File: config.mk
export PLATFORM = sky130hd
export DESIGN_NAME = write_nanofs_flat
export DESIGN_NICKNAME = d
export VERILOG_FILES = /design/src/rtl/write_nanofs_pkg.sv /design/src/rtl/write_nanofs_if.sv /design/src/rtl/write_nanofs_hdr_mux.sv /design/src/rtl/write_nanofs.sv /design/src/flat_wrapper.sv
export SDC_FILE = /design/constraint.sdc
export NUM_CORES = 1
export LEC_CHECK = 0
export CELL_PAD_IN_SITES_DETAIL_PLACEMENT = 0
export CELL_PAD_IN_SITES_GLOBAL_PLACEMENT = 1
export CORE_MARGIN = 5
export CORE_UTILIZATION = 39
export CTS_CLUSTER_DIAMETER = 40
export CTS_CLUSTER_SIZE = 20
export DETAILED_ROUTE_END_ITERATION = 8
export PLACE_DENSITY_LB_ADDON = 0.1
export SLEW_MARGIN = 20
export SYNTH_ARGS = -nofsm -noshare
export SYNTH_HDL_FRONTEND = slang
export SYNTH_SLANG_ARGS = --single-unit
File: constraint.sdc
create_clock -name clk -period 2.9 [get_ports clk]
set_input_delay 0.58 -clock clk [delete_from_list [all_inputs] [get_ports clk]]
set_output_delay 0.58 -clock clk [all_outputs]
set_load 0.01 [all_outputs]
File: src/rtl/write_nanofs_pkg.sv
// Shared nanofs on-card format constants and the writer state encoding.
// The reader imports the same header layout from here.
package nanofs_pkg;

    localparam int unsigned NANOFS_BLOCK_BYTES       = 512;
    localparam int unsigned NANOFS_HDR_BYTES         = 8;
    localparam int unsigned NANOFS_HDR_NEXT_DIR_OFF  = 0;
    localparam int unsigned NANOFS_HDR_BLOCK_LEN_OFF = 4;
    localparam logic [31:0] NANOFS_NEXT_DIR_NONE     = 32'h0;

    typedef enum logic [4:0] {
        ST_IDLE,
        ST_WAIT_READY,
        ST_OPEN,
        ST_WAIT_OPEN,
        ST_HDR,
        ST_WAIT_HDR,
        ST_CHECK,
        ST_DATA_REQ,
        ST_WAIT_DATA,
        ST_PAD,
        ST_WAIT_PAD,
        ST_CLOSE,
        ST_WAIT_CLOSE,
        ST_FINISH,
        ST_ERROR
    } nanofs_wr_state_e;

endpackage

File: src/rtl/write_nanofs_if.sv
// Sector-write link between the nanofs writer and the SPI SD controller.
interface write_nanofs_if;

    logic        spi_w_block;
    logic        spi_w_byte;
    logic [7:0]  spi_data_in;
    logic [31:0] spi_block_addr;
    logic        spi_busy;
    logic        spi_err;

    modport master (
        output spi_w_block, spi_w_byte, spi_data_in, spi_block_addr,
        input  spi_busy, spi_err
    );

    modport slave (
        input  spi_w_block, spi_w_byte, spi_data_in, spi_block_addr,
        output spi_busy, spi_err
    );

endinterface

File: src/rtl/write_nanofs_hdr_mux.sv
// Selects one byte of the 8-byte segment header {next_dir LE, block_len LE}.
module nanofs_hdr_mux
    import nanofs_pkg::*;
(
    input  logic [31:0] next_dir_i,
    input  logic [31:0] block_len_i,
    input  logic [2:0]  idx_i,
    output logic [7:0]  byte_o
);

    logic [NANOFS_HDR_BYTES*8-1:0] hdr;

    always_comb begin
        hdr = '0;
        hdr[NANOFS_HDR_NEXT_DIR_OFF*8 +: 32]  = next_dir_i;
        hdr[NANOFS_HDR_BLOCK_LEN_OFF*8 +: 32] = block_len_i;
    end

    assign byte_o = hdr[{idx_i, 3'b000} +: 8];

endmodule

File: src/rtl/write_nanofs.sv
// nanofs writer: streams one file segment (header + payload + zero pad)
// onto consecutive SD sectors through the controller's sector-write link.
module write_nanofs
    import nanofs_pkg::*;
#(
    parameter int unsigned BLOCK_BYTES = NANOFS_BLOCK_BYTES,
    parameter int unsigned HDR_BYTES   = NANOFS_HDR_BYTES
) (
    input  logic          clk,
    input  logic          reset,
    input  logic          start_i,
    input  logic [31:0]   offset_i,
    input  logic [31:0]   begin_address_i,
    input  logic [31:0]   file_len_i,
    input  logic          wr_byte_i,
    input  logic [7:0]    byte_data_i,
    output logic          busy_o,
    output logic          done_o,
    output logic          error_o,
    write_nanofs_if.master spi
);

    localparam int unsigned CW = $clog2(BLOCK_BYTES + 1);

    nanofs_wr_state_e state_q, state_d;
    logic [CW-1:0] byte_cnt_q, byte_cnt_d;
    logic [31:0]   prog_cnt_q, prog_cnt_d;
    logic [31:0]   file_len_q, file_len_d;
    logic [31:0]   addr_q, addr_d;
    logic [7:0]    data_q, data_d;
    logic          busy_q, busy_d, done_q, done_d, error_q, error_d;
    logic          w_block_q, w_block_d, w_byte_q, w_byte_d;
    logic [7:0]    hdr_byte;
    logic          all_sent, sec_full, hdr_left, take_start;

    assign all_sent   = (prog_cnt_q == file_len_q);
    assign sec_full   = (byte_cnt_q == CW'(BLOCK_BYTES));
    assign hdr_left   = (byte_cnt_q < CW'(HDR_BYTES));
    assign take_start = start_i && (state_q inside {ST_IDLE, ST_FINISH, ST_ERROR});

    nanofs_hdr_mux u_hdr_mux (
        .next_dir_i  (NANOFS_NEXT_DIR_NONE),
        .block_len_i (file_len_q),
        .idx_i       (byte_cnt_q[2:0]),
        .byte_o      (hdr_byte)
    );

    always_ff @(posedge clk) begin
        if (reset) state_q <= ST_IDLE;
        else       state_q <= state_d;
    end

    // Only payload-free sectors carry no data, so prog_cnt==0 marks sector 0.
    always_comb begin
        state_d = state_q;
        case (state_q)
            ST_IDLE:       if (start_i) state_d = ST_WAIT_READY;
            ST_WAIT_READY: if (!spi.spi_busy) state_d = ST_OPEN;
            ST_OPEN:       state_d = ST_WAIT_OPEN;
            ST_WAIT_OPEN:  if (!spi.spi_busy) state_d = (prog_cnt_q == '0) ? ST_HDR : ST_DATA_REQ;
            ST_HDR:        state_d = ST_WAIT_HDR;
            ST_WAIT_HDR:   if (!spi.spi_busy) state_d = hdr_left ? ST_HDR : ST_CHECK;
            ST_CHECK:      state_d = all_sent ? ST_PAD : (sec_full ? ST_CLOSE : ST_DATA_REQ);
            ST_DATA_REQ:   if (wr_byte_i) state_d = ST_WAIT_DATA;
            ST_WAIT_DATA:  if (!spi.spi_busy) state_d = ST_CHECK;
            ST_PAD:        state_d = sec_full ? ST_CLOSE : ST_WAIT_PAD;
            ST_WAIT_PAD:   if (!spi.spi_busy) state_d = ST_PAD;
            ST_CLOSE:      state_d = ST_WAIT_CLOSE;
            ST_WAIT_CLOSE: if (!spi.spi_busy) state_d = all_sent ? ST_FINISH : ST_OPEN;
            ST_FINISH,
            ST_ERROR:      if (start_i) state_d = ST_WAIT_READY;
            default:       state_d = ST_IDLE;
        endcase
        if (spi.spi_err && state_q != ST_IDLE && !take_start) state_d = ST_ERROR;
    end

    always_comb begin
        byte_cnt_d = byte_cnt_q;
        prog_cnt_d = prog_cnt_q;
        file_len_d = file_len_q;
        addr_d     = addr_q;
        data_d     = data_q;
        w_byte_d   = 1'b0;
        w_block_d  = w_block_q;
        case (state_q)
            ST_OPEN:  w_block_d = 1'b1;
            ST_HDR: begin
                w_byte_d   = 1'b1;
                data_d     = hdr_byte;
                byte_cnt_d = byte_cnt_q + CW'(1);
            end
            ST_DATA_REQ: if (wr_byte_i) begin
                w_byte_d   = 1'b1;
                data_d     = byte_data_i;
                byte_cnt_d = byte_cnt_q + CW'(1);
                prog_cnt_d = prog_cnt_q + 32'd1;
            end
            ST_PAD: if (!sec_full) begin
                w_byte_d   = 1'b1;
                data_d     = 8'h00;
                byte_cnt_d = byte_cnt_q + CW'(1);
            end
            ST_CLOSE: w_block_d = 1'b0;
            ST_WAIT_CLOSE: if (!spi.spi_busy && !all_sent) begin
                addr_d     = addr_q + 32'd1;
                byte_cnt_d = '0;
            end
            default: ;
        endcase
        if (take_start) begin
            file_len_d = file_len_i;
            addr_d     = begin_address_i + offset_i;
            byte_cnt_d = '0;
            prog_cnt_d = '0;
        end
        if (state_d == ST_ERROR) begin
            w_block_d = 1'b0;
            w_byte_d  = 1'b0;
        end
        busy_d  = !(state_d inside {ST_DATA_REQ, ST_FINISH, ST_ERROR});
        done_d  = (state_d == ST_FINISH);
        error_d = (state_d == ST_ERROR);
    end

    always_ff @(posedge clk) begin
        if (reset) begin
            byte_cnt_q <= '0;
            prog_cnt_q <= '0;
            file_len_q <= '0;
            addr_q     <= '0;
            data_q     <= '0;
            busy_q     <= 1'b1;
            done_q     <= 1'b0;
            error_q    <= 1'b0;
            w_block_q  <= 1'b0;
            w_byte_q   <= 1'b0;
        end else begin
            byte_cnt_q <= byte_cnt_d;
            prog_cnt_q <= prog_cnt_d;
            file_len_q <= file_len_d;
            addr_q     <= addr_d;
            data_q     <= data_d;
            busy_q     <= busy_d;
            done_q     <= done_d;
            error_q    <= error_d;
            w_block_q  <= w_block_d;
            w_byte_q   <= w_byte_d;
        end
    end

    assign busy_o             = busy_q;
    assign done_o             = done_q;
    assign error_o            = error_q;
    assign spi.spi_w_block    = w_block_q;
    assign spi.spi_w_byte     = w_byte_q;
    assign spi.spi_data_in    = data_q;
    assign spi.spi_block_addr = addr_q;

endmodule

File: src/flat_wrapper.sv
// flat-port wrapper written by rule: the top's interface ports become plain ports
module write_nanofs_flat import nanofs_pkg::*;
#(
    parameter int unsigned BLOCK_BYTES = NANOFS_BLOCK_BYTES,
    parameter int unsigned HDR_BYTES   = NANOFS_HDR_BYTES
)
  (clk, reset, start_i, offset_i, begin_address_i, file_len_i, wr_byte_i, byte_data_i, busy_o, done_o, error_o, spi_spi_w_block, spi_spi_w_byte, spi_spi_data_in, spi_spi_block_addr, spi_spi_busy, spi_spi_err);
  write_nanofs_if spi_i ();
  input  logic clk;
  input  logic reset;
  input  logic start_i;
  input  logic [31:0] offset_i;
  input  logic [31:0] begin_address_i;
  input  logic [31:0] file_len_i;
  input  logic wr_byte_i;
  input  logic [7:0] byte_data_i;
  output logic busy_o;
  output logic done_o;
  output logic error_o;
  output wire logic [$bits(spi_i.spi_w_block)-1:0] spi_spi_w_block;
  output wire logic [$bits(spi_i.spi_w_byte)-1:0] spi_spi_w_byte;
  output wire logic [$bits(spi_i.spi_data_in)-1:0] spi_spi_data_in;
  output wire logic [$bits(spi_i.spi_block_addr)-1:0] spi_spi_block_addr;
  input wire logic [$bits(spi_i.spi_busy)-1:0] spi_spi_busy;
  input wire logic [$bits(spi_i.spi_err)-1:0] spi_spi_err;
  assign spi_spi_w_block = spi_i.spi_w_block;
  assign spi_spi_w_byte = spi_i.spi_w_byte;
  assign spi_spi_data_in = spi_i.spi_data_in;
  assign spi_spi_block_addr = spi_i.spi_block_addr;
  assign spi_i.spi_busy = spi_spi_busy;
  assign spi_i.spi_err = spi_spi_err;
  write_nanofs #(.BLOCK_BYTES(BLOCK_BYTES), .HDR_BYTES(HDR_BYTES)) u_core (.clk(clk), .reset(reset), .start_i(start_i), .offset_i(offset_i), .begin_address_i(begin_address_i), .file_len_i(file_len_i), .wr_byte_i(wr_byte_i), .byte_data_i(byte_data_i), .busy_o(busy_o), .done_o(done_o), .error_o(error_o), .spi(spi_i));
endmodule
Yosys cells after proc, flatten, opt, wreduce, memory -nomap -nowiden --
Index checks and enable logic that the tools add are counted.
Operators by class: add/sub/neg operators 4, magnitude comparators 1, eq/ne operators 22, shifts and indexed selects 1, muxes and demuxes 30, reduce and logical (&&, ||, !) cells 25
Operators by type and width (number):
- $mux W32 | 3
- $pmux W5 S13 | 1
- $add A32 B1 Y32 const B | 2
- $shiftx A64 B7 Y8 | 1
- $mux W5 | 10
- $eq A5 B4 Y1 const B | 9
- $pmux W10 S4 | 1
- $add A32 B32 Y32 | 1
- $eq A32 B32 Y1 | 1
- $logic_not A32 Y1 | 1
- $mux W10 | 3
- $eq A5 B3 Y1 const B | 5
- $pmux W8 S3 | 1
- $mux W8 | 2
- $add A10 B1 Y10 const B | 1
- $eq A10 B10 Y1 const B | 1
- $eq A5 B2 Y1 const B | 2
- $lt A10 B4 Y1 const B | 1
- $reduce_bool A3 Y1 | 3
- $mux W4 | 2
- $reduce_bool A2 Y1 | 3
- $eq A5 B1 Y1 const B | 1
- $logic_not A5 Y1 | 1
- $reduce_bool A5 Y1 | 1
- 14 further kinds | 26
Storage, ports and cells: register bits after elaboration 124, bits of input ports 110, output and inout port bits 45

Depth between registers and ports, before layout --
Gate-level depths: netlist of the first run.
depth in word-level cells 9, mapped depth 11

By module --
A second synthesis of the first run with hierarchy kept.
Unflattened totals: cells, all modules 1004, area, all modules 8294.2 um^2
Modules (own cells, without submodules):
- write_nanofs | times used 1, cells an instance 975, area an instance 7743.7 um^2
- nanofs_hdr_mux | times used 1, cells an instance 29, area an instance 550.5 um^2

Worst setup path before layout of the first run --
No wires, ideal clock.
path kind input to register, start input offset_i[0], end register u_core.addr_q[30] (netlist: u_core.spi.spi_block_addr[30]), setup time 79 ps, arrival 2613 ps, data required time 2821 ps, setup slack 208 ps, stages 11, path buffers 0, cell sequence ha_1 > inv_1 > fa_1 > nor2b_1 > o2111ai_1 > a32oi_1 > or3_1 > and3_1 > o221ai_1 > or4_1 > o211ai_1
Between the ends: longest elaborated chain between the ends 2
Ends and longest elaborated chain:
- start: declaration | RTL line flat_wrapper.sv:12 | input logic [31:0] offset_i;
- $add A32 B32 Y32 | RTL line write_nanofs.sv:112 | addr_d = begin_address_i + offset_i;
- $mux W32 | RTL line write_nanofs.sv:110 | if (take_start) begin
- end signal: assignment | RTL line write_nanofs.sv:141 | addr_q <= addr_d;
- end: declaration | RTL line write_nanofs.sv:29 | logic [31:0] addr_q, addr_d;
Every way passes these cells. A chain may end at the register's enable or synchronous reset.

Worst setup path after layout of the first run --
start input offset_i[4], end register u_core.addr_q[16] (netlist: u_core.spi.spi_block_addr[16])
The elaborated chain is that of the path after synthesis.

==> results of run 1 <==
[sequential cells by signal (all words and copies together), names as in the netlist]
signal and count:
u_core.spi.spi_w_block 1, u_core.spi.spi_data_in 8, u_core.prog_cnt_q 32, u_core.busy_o 1
u_core.error_o 1, u_core.spi.spi_block_addr 32, u_core.done_o 1, u_core.spi.spi_w_byte 1
u_core.state_q 5, u_core.byte_cnt_q 10, u_core.file_len_q 32
[cell type report]
class	count	area [µm²]
Sequential cell	124	2480
Inverter	23	86.3
Tap cell	275	344
Fill cell	2029	9490
Timing Repair Buffer	278	2490
Clock inverter	7	67.6
Clock buffer	23	468
Multi-Input combinational cell	834	5590
[worst max-delay path, delay by kind of cell]
family | cells | cell delay [ps]
XOR/XNOR | 1 | 130
adder cells (fa/ha/maj) | 1 | 310
AO/OA/AOI/OAI | 5 | 910
AND/OR/NAND/NOR | 2 | 450
buffers and inverters | 3 | 740
[report_power, final]
group,leakage [nW],total (W),internal [W],switching (W)
logic,3.38,0.00147,0.000748,0.000723
registers,1.01,0.00192,0.00180,0.000120
clock network,0.255,0.00197,0.00121,0.000760
total,4.65,0.00536,0.00375,0.00160
[through the flow]
step / TNS, ps / cells / power, W / hold WS, ps
after floorplan: 0 / 1039 / 0.00271 / 458
after detailed placement: -6700 / 1534 / 0.00341 / 492
after CTS: 0 / 1564 / 0.00540 / 501
final: 0 / 1564 / 0.00536 / 491
after global routing: 0 / 1564 / 0.00564 / 517
after global placement: -5340 / 1534 / 0.00341 / 486
[cells by family (layout without fill, tap and decap cells)]
group                    after synthesis  count (layout)  share of synthesized area, %
XOR/XNOR                             114             114                          12.0
AO/OA/AOI/OAI                        235             235                          18.2
AND/OR/NAND/NOR                      434             434                          27.5
flip-flops                           124             124                          29.8
other                                  1               1                        0.0450
buffers and inverters                 81             331                          3.98
adder cells (fa/ha/maj)               38              38                          5.77
multiplexers                          12              12                          2.66
[layer usage]
metal	routed length, µm	up-vias	track usage, %
met3	1300	26	4.41
met1	12000	3833	27.6
met4	434	0	5.91
met5	0	-	0
met2	12700	169	35.9
li1	-	4236	-
[repair_timing]
item | in CTS | in global routing
setup buffers | 0 | 0
pin swaps | 2 | 9
gates resized for setup | 5 | 17
endpoints found under the setup margin | 7 | 10
gates cloned | 0 | 0
[cell usage after synthesis, drive strengths merged, types with 4 or more instances]
cell type and n:
nand2 127, dfxtp 124, a21oi 82, nor2 79, xor2 70, xnor2 44
o21ai 42, ha 36, clkbuf 33, nor3 33, nand4 30, nand3 29
and3 26, buf 25, a211oi 23, nor4 23, inv 22, nor2b 22
a21o 18, or3 18, o22ai 11, o21a 10, mux4 8, or2 8
a31oi 7, and4 7, nand2b 7, and2 5, o211ai 5, o31ai 5
a311oi 4, nor3b 4
[how the worst max path moves through the flow]
stage | depth (start not counted) | slack, ps | end
final | 12 | 110 | u_core.spi.spi_block_addr[16]$_SDFFE_PP0P_
after global routing | 12 | 10 | u_core.spi.spi_block_addr[16]$_SDFFE_PP0P_
after CTS | 13 | 6 | u_core.spi.spi_block_addr[30]$_SDFFE_PP0P_
after detailed placement | 13 | -580 | u_core.spi.spi_block_addr[22]$_SDFFE_PP0P_
after global placement | 13 | -510 | u_core.spi.spi_block_addr[30]$_SDFFE_PP0P_
after floorplan | 11 | 210 | u_core.spi.spi_block_addr[30]$_SDFFE_PP0P_
==> impl_metrics.ini, run 1 <==
[run_status]
status = completed

[worst_setup_path]
start_kind = input pin
reg2reg_to = u_core.spi.spi_block_addr[29]$_SDFFE_PP0P_
slowest_stage = clkdlybuf4s50_1
cp.arrival_ps = 3120
reg2reg_depth = 9
crit_type = in2reg
crit_required_ps = 3230
worstReg2RegStart = u_core.prog_cnt_q[8]$_SDFFE_PP0P_
end_kind = register
startpoint = offset_i[4]
path_common_cell = buf_4
crit_path_cell_trace = clkdlybuf4s50_1 > ha_1 > a21o_1 > a21oi_2 > a32oi_1 > buf_4 > or3_4 > buf_4 > a41oi_2 > xnor2_1 > nor2_1 > a211oi_1
worstPathMaxFanout = 3
r2r_setup_slack_ps = 310
max_stage_delay_ps = 410

[floorplanning]
start_util_pct = 39.6
die_y_um = 156
rows = 53
die_x_um = 156
core-area_um2 = 21000
io_pins = 155
dieArea_um2 = 24400

[timing]
max_freq_ghz = 0.358
finalHoldViolCount = 0
report.final.slew_viol_count = 0
skew_ps = 8.15
rsz0062_at_grt = false
min_period_over_period_pct = 96.2
period_minus_slack_ps = 2790
maxSlewHeadroom_pct = 61.1
worstMarginPinSlew_ps = 577
setup_viol = 0
fin_ws_ps = 110

[cts]
ctsHoldBuffers = 0
clock-sinks = 124
cts_made_buffers = 17
cts-root-buf = clkbuf_16
cts_max_level = 4
clk_latency_ps = 420
path_clk_slew_ps = 50
cts_tree = done
cts_buffer_depth = 2

[route]
drcViolationCount = 0
drtAntennaViolNets = 0
num_vias = 8264
wl_per_cell_um = 16.9
first_pass_iters = 5
drt_iter0_markers = 408
wirelength_mm = 26.4
via_per_inst = 5.28

[yosys]
synth-seq-cells = 124
syn_nets = 1186
ys_warn_count = 0
synth_top_area_share_pct = 29.8
synthDistinctLibCells = 83
synth-edff-count = 0
syn_area_um2 = 8330
synth_ff_type = dfxtp_1
async_flop_share_pct = 0
ys_top_cells_by_area = dfxtp_1, xor2_1, nand2_1
synthCells = 1039
yosysTopAreaCell = dfxtp_1
synth.avg_cell_area_um2 = 8.02
yosysSeqAreaShare_pct = 29.8

[placement]
place_ws_ps = -581
io_buffers = 154
dpl_cell_area_um2 = 10900
gp_congestion = 0.879
dpl.hpwl_mm = 20.8

[worst_hold_path]
hold_class = reg2reg
min-delay-start = u_core.file_len_q[28]$_SDFFE_PP0P_
hold_depth = 2
worstHoldEndpoint = u_core.file_len_q[28]$_SDFFE_PP0P_

[pwr]
ir_drop_mv = 0.396
power_density_nw_per_um2 = 465
p_leak_nw = 4.65

[global_route]
grt_use_total_pct = 21.3
globalRouteOverflowTotal = 0
grt_pass1_wl_mm = 41.4
grt_max_degree = 45
antenna_found_initial = 0
grt_pass1_vias = 7904

[finish]
final_util_pct = 54.8
area_growth_pct = 38.4
fin_area_um2 = 11500
antennaDiodeCount = 0
final_common_cell = clkdlybuf4s50_1
mostFrequentLayoutCells = clkdlybuf4s50_1, nand2_1, dfxtp_1, buf_4, a21oi_1
drive_gt1_share_pct = 15.7
layout.nets = 1425

[run]
cap_viol_max_count = 0
Note: power is estimated with default switching activity, not from simulation.
==> inputs of run 2 (changes only) <==
CORE_UTILIZATION = 35   (was 39)
CTS_BUF_LIST = sky130_fd_sc_hd__clkbuf_8 sky130_fd_sc_hd__clkbuf_16   (was default)
clock period = 2.5 ns   (was 2.9 ns; I/O delays follow)
==> run 2 against run 1 <==
  * Sequential share of layout area shrank 1.9 points
  * Cell count grew 8.5%
  * Wire length rose by 6.7%
  * First-iteration DRC count increased by 33%
  * Via count is 4.6% higher
  * Flip-flop and latch count unchanged
  * Critical path depth fell by 2
  * Utilization fell by 0.97 points
  * Register-to-register slack got worse by 190 ps
  * Largest cell class unchanged
  * Largest power group unchanged
==> impl_metrics.ini, run 2 (synthesis results as in run 1) <==
[floorplanning]
dieArea_um2 = 27000
die_x_um = 164
io_pins = 155
start_util_pct = 35.5
rows = 56
core-area_um2 = 23500
die_y_um = 164

[cts]
cts_max_level = 4
path_clk_slew_ps = 60
cts_tree = done
cts-root-buf = clkbuf_16
cts_buffer_depth = 2
clock-sinks = 124
cts_made_buffers = 17
clk_latency_ps = 420

[finish]
regArea_um2 = 2480
multi_input_area_um2 = 5870
mostFrequentLayoutCells = buf_4, clkdlybuf4s50_1, nand2_1, dfxtp_1, nor2_1
drive_gt1_share_pct = 24.2
antennaDiodeCount = 0
final_common_cell = buf_4
layout.cells.non_filler = 1697
area_growth_pct = 51.8
fillers = 2244
layout.nets = 1512

[worst_setup_path]
max_stage_delay_ps = 510
crit_required_ps = 2800
crit_type = in2reg
critical-path-top-delay-family = compound AO/OA/AOI/OAI gates
cp.arrival_ps = 2770
start_kind = input pin
reg2reg_depth = 6
worstReg2RegStart = u_core.state_q[2]$_SDFF_PP0_
crit_path_cell_trace = clkdlybuf4s50_1 > inv_1 > a2111oi_1 > buf_4 > a21oi_1 > o311ai_0 > o211ai_1 > nand4_1 > nand2_1 > o31a_1
end_kind = register
slowest_stage = clkdlybuf4s50_1
worstPathMaxFanout = 3
path_buf_inv = 3
reg2reg_to = u_core.spi.spi_w_byte$_SDFF_PP0_
r2r_setup_slack_ps = 120

[pwr]
seqPwrFrac_pct = 32.8
p_switching_w = 0.00197
power_frac_comb_pct = 29.3
p_clk_share_pct = 37.9
ir_drop_mv = 0.453
swShare_pct = 29.2
power_density_nw_per_um2 = 533
p_leak_nw = 5.23
p_int_w = 0.00477

[route]
wl_per_cell_um = 16.6
via_per_inst = 5.09
drcViolationCount = 0
first_pass_iters = 4
drtAntennaViolNets = 0
num_vias = 8641
wirelength_mm = 28.2
drt_iter0_markers = 542

[timing]
min_period_over_period_pct = 98.9
maxSlewHeadroom_pct = 51.0
skew_ps = 17.2
period_minus_slack_ps = 2470
setup_viol = 0
report.final.slew_viol_count = 0
rsz0062_at_grt = true
worstMarginPinSlew_ps = 725
finalHoldViolCount = 0
fin_tns_setup_ps = 0
max_freq_ghz = 0.404
fin_ws_ps = 26.9

[global_route]
met2_usage_pct = 34.0
globalRouteOverflowTotal = 0
grt_pass1_vias = 8461
top_usage_layer = met2
grt_pass1_wl_mm = 44.3
antenna_found_initial = 0
grt_util_met3_pct = 3.41
grt_max_degree = 64
use_met1_pct = 28.4
grt_use_total_pct = 20.7

[placement]
place_inst = 1659
dpl.hpwl_mm = 22.1
gp_congestion = 0.863
place_ws_ps = -849
io_buffers = 154

[run]
cap_viol_max_count = 0

[worst_hold_path]
hold_depth = 2
worstHoldEndpoint = u_core.file_len_q[28]$_SDFFE_PP0P_
min-delay-start = u_core.file_len_q[28]$_SDFFE_PP0P_
hold_class = reg2reg

[run_status]
status = completed
-- run 2: changes by cell type in the layout (fill, tap and decap cells not counted), sizes merged, moves of 2 or more --
cell,change
clkbuf,-3
inv,+3
dlymetal6s2s,+2
dlygate4sd2,+7
bufinv,+2
clkdlybuf4s50,-12
buf,+89
-- run 2: per-stage QoR --
step                instance area, µm²  util, %  hold slack, ps  power [W]
floorplan                         8360        -             458    0.00315
global placement                 11600     49.6             482    0.00411
detailed placement               11600     49.6             482    0.00411
CTS                              12400     52.7             493    0.00671
global route                     12600     53.9             518    0.00707
finish                           12600     53.9             495    0.00673
-- run 2: power by group through the flow --
stage,Sequential [W],Combinational (W),Clock [W]
2_1_floorplan,0.00225,0.000904,0
5_1_grt,0.00222,0.00215,0.00270
4_1_cts,0.00221,0.00190,0.00260
3_5_place_dp,0.00225,0.00186,0
6_report,0.00221,0.00198,0.00255
3_3_place_gp,0.00225,0.00186,0
-- run 2: how the worst max path moves through the flow --
stage	startpoint	endpoint	slack, ps	cells past startpoint
final	spi_spi_busy	u_core.spi.spi_w_byte$_SDFF_PP0_	30	10
after global placement	offset_i[0]	u_core.spi.spi_block_addr[30]$_SDFFE_PP0P_	-810	13
after global routing	spi_spi_busy	u_core.busy_o$_SDFF_PP1_	-50	10
after detailed placement	offset_i[0]	u_core.spi.spi_block_addr[30]$_SDFFE_PP0P_	-850	13
after floorplan	offset_i[0]	u_core.spi.spi_block_addr[30]$_SDFFE_PP0P_	-60	11
after CTS	offset_i[7]	u_core.spi.spi_block_addr[16]$_SDFFE_PP0P_	0.9	12
-- run 2: worst min-delay path: cells and delay by family, from the launching register on --
kind | cells | cell delay (ps)
flip-flops | 1 | 330
AND/OR/NAND/NOR | 1 | 60
AO/OA/AOI/OAI | 1 | 50
-- run 2: cell type report --
cell class	count	share of cell area (%)
Clock buffer	20	3.69
Clock inverter	12	1.15
Inverter	23	0.683
Multi-Input combinational cell	834	46.4
Sequential cell	124	19.6
Tap cell	319	3.16
Timing Repair Buffer	365	25.2
-- run 2: repair_timing --
action	CTS	global route
setup endpoints to repair	20	44
hold buffers	0	0
resized for setup	39	52
buffers inserted	2	5
pin swaps	18	32
-- run 2: routing by layer --
layer,up-vias,share of wire [%]
met2,176,48
met1,4041,47
met3,18,3.9
met4,0,1.1
li1,4406,-
met5,-,0
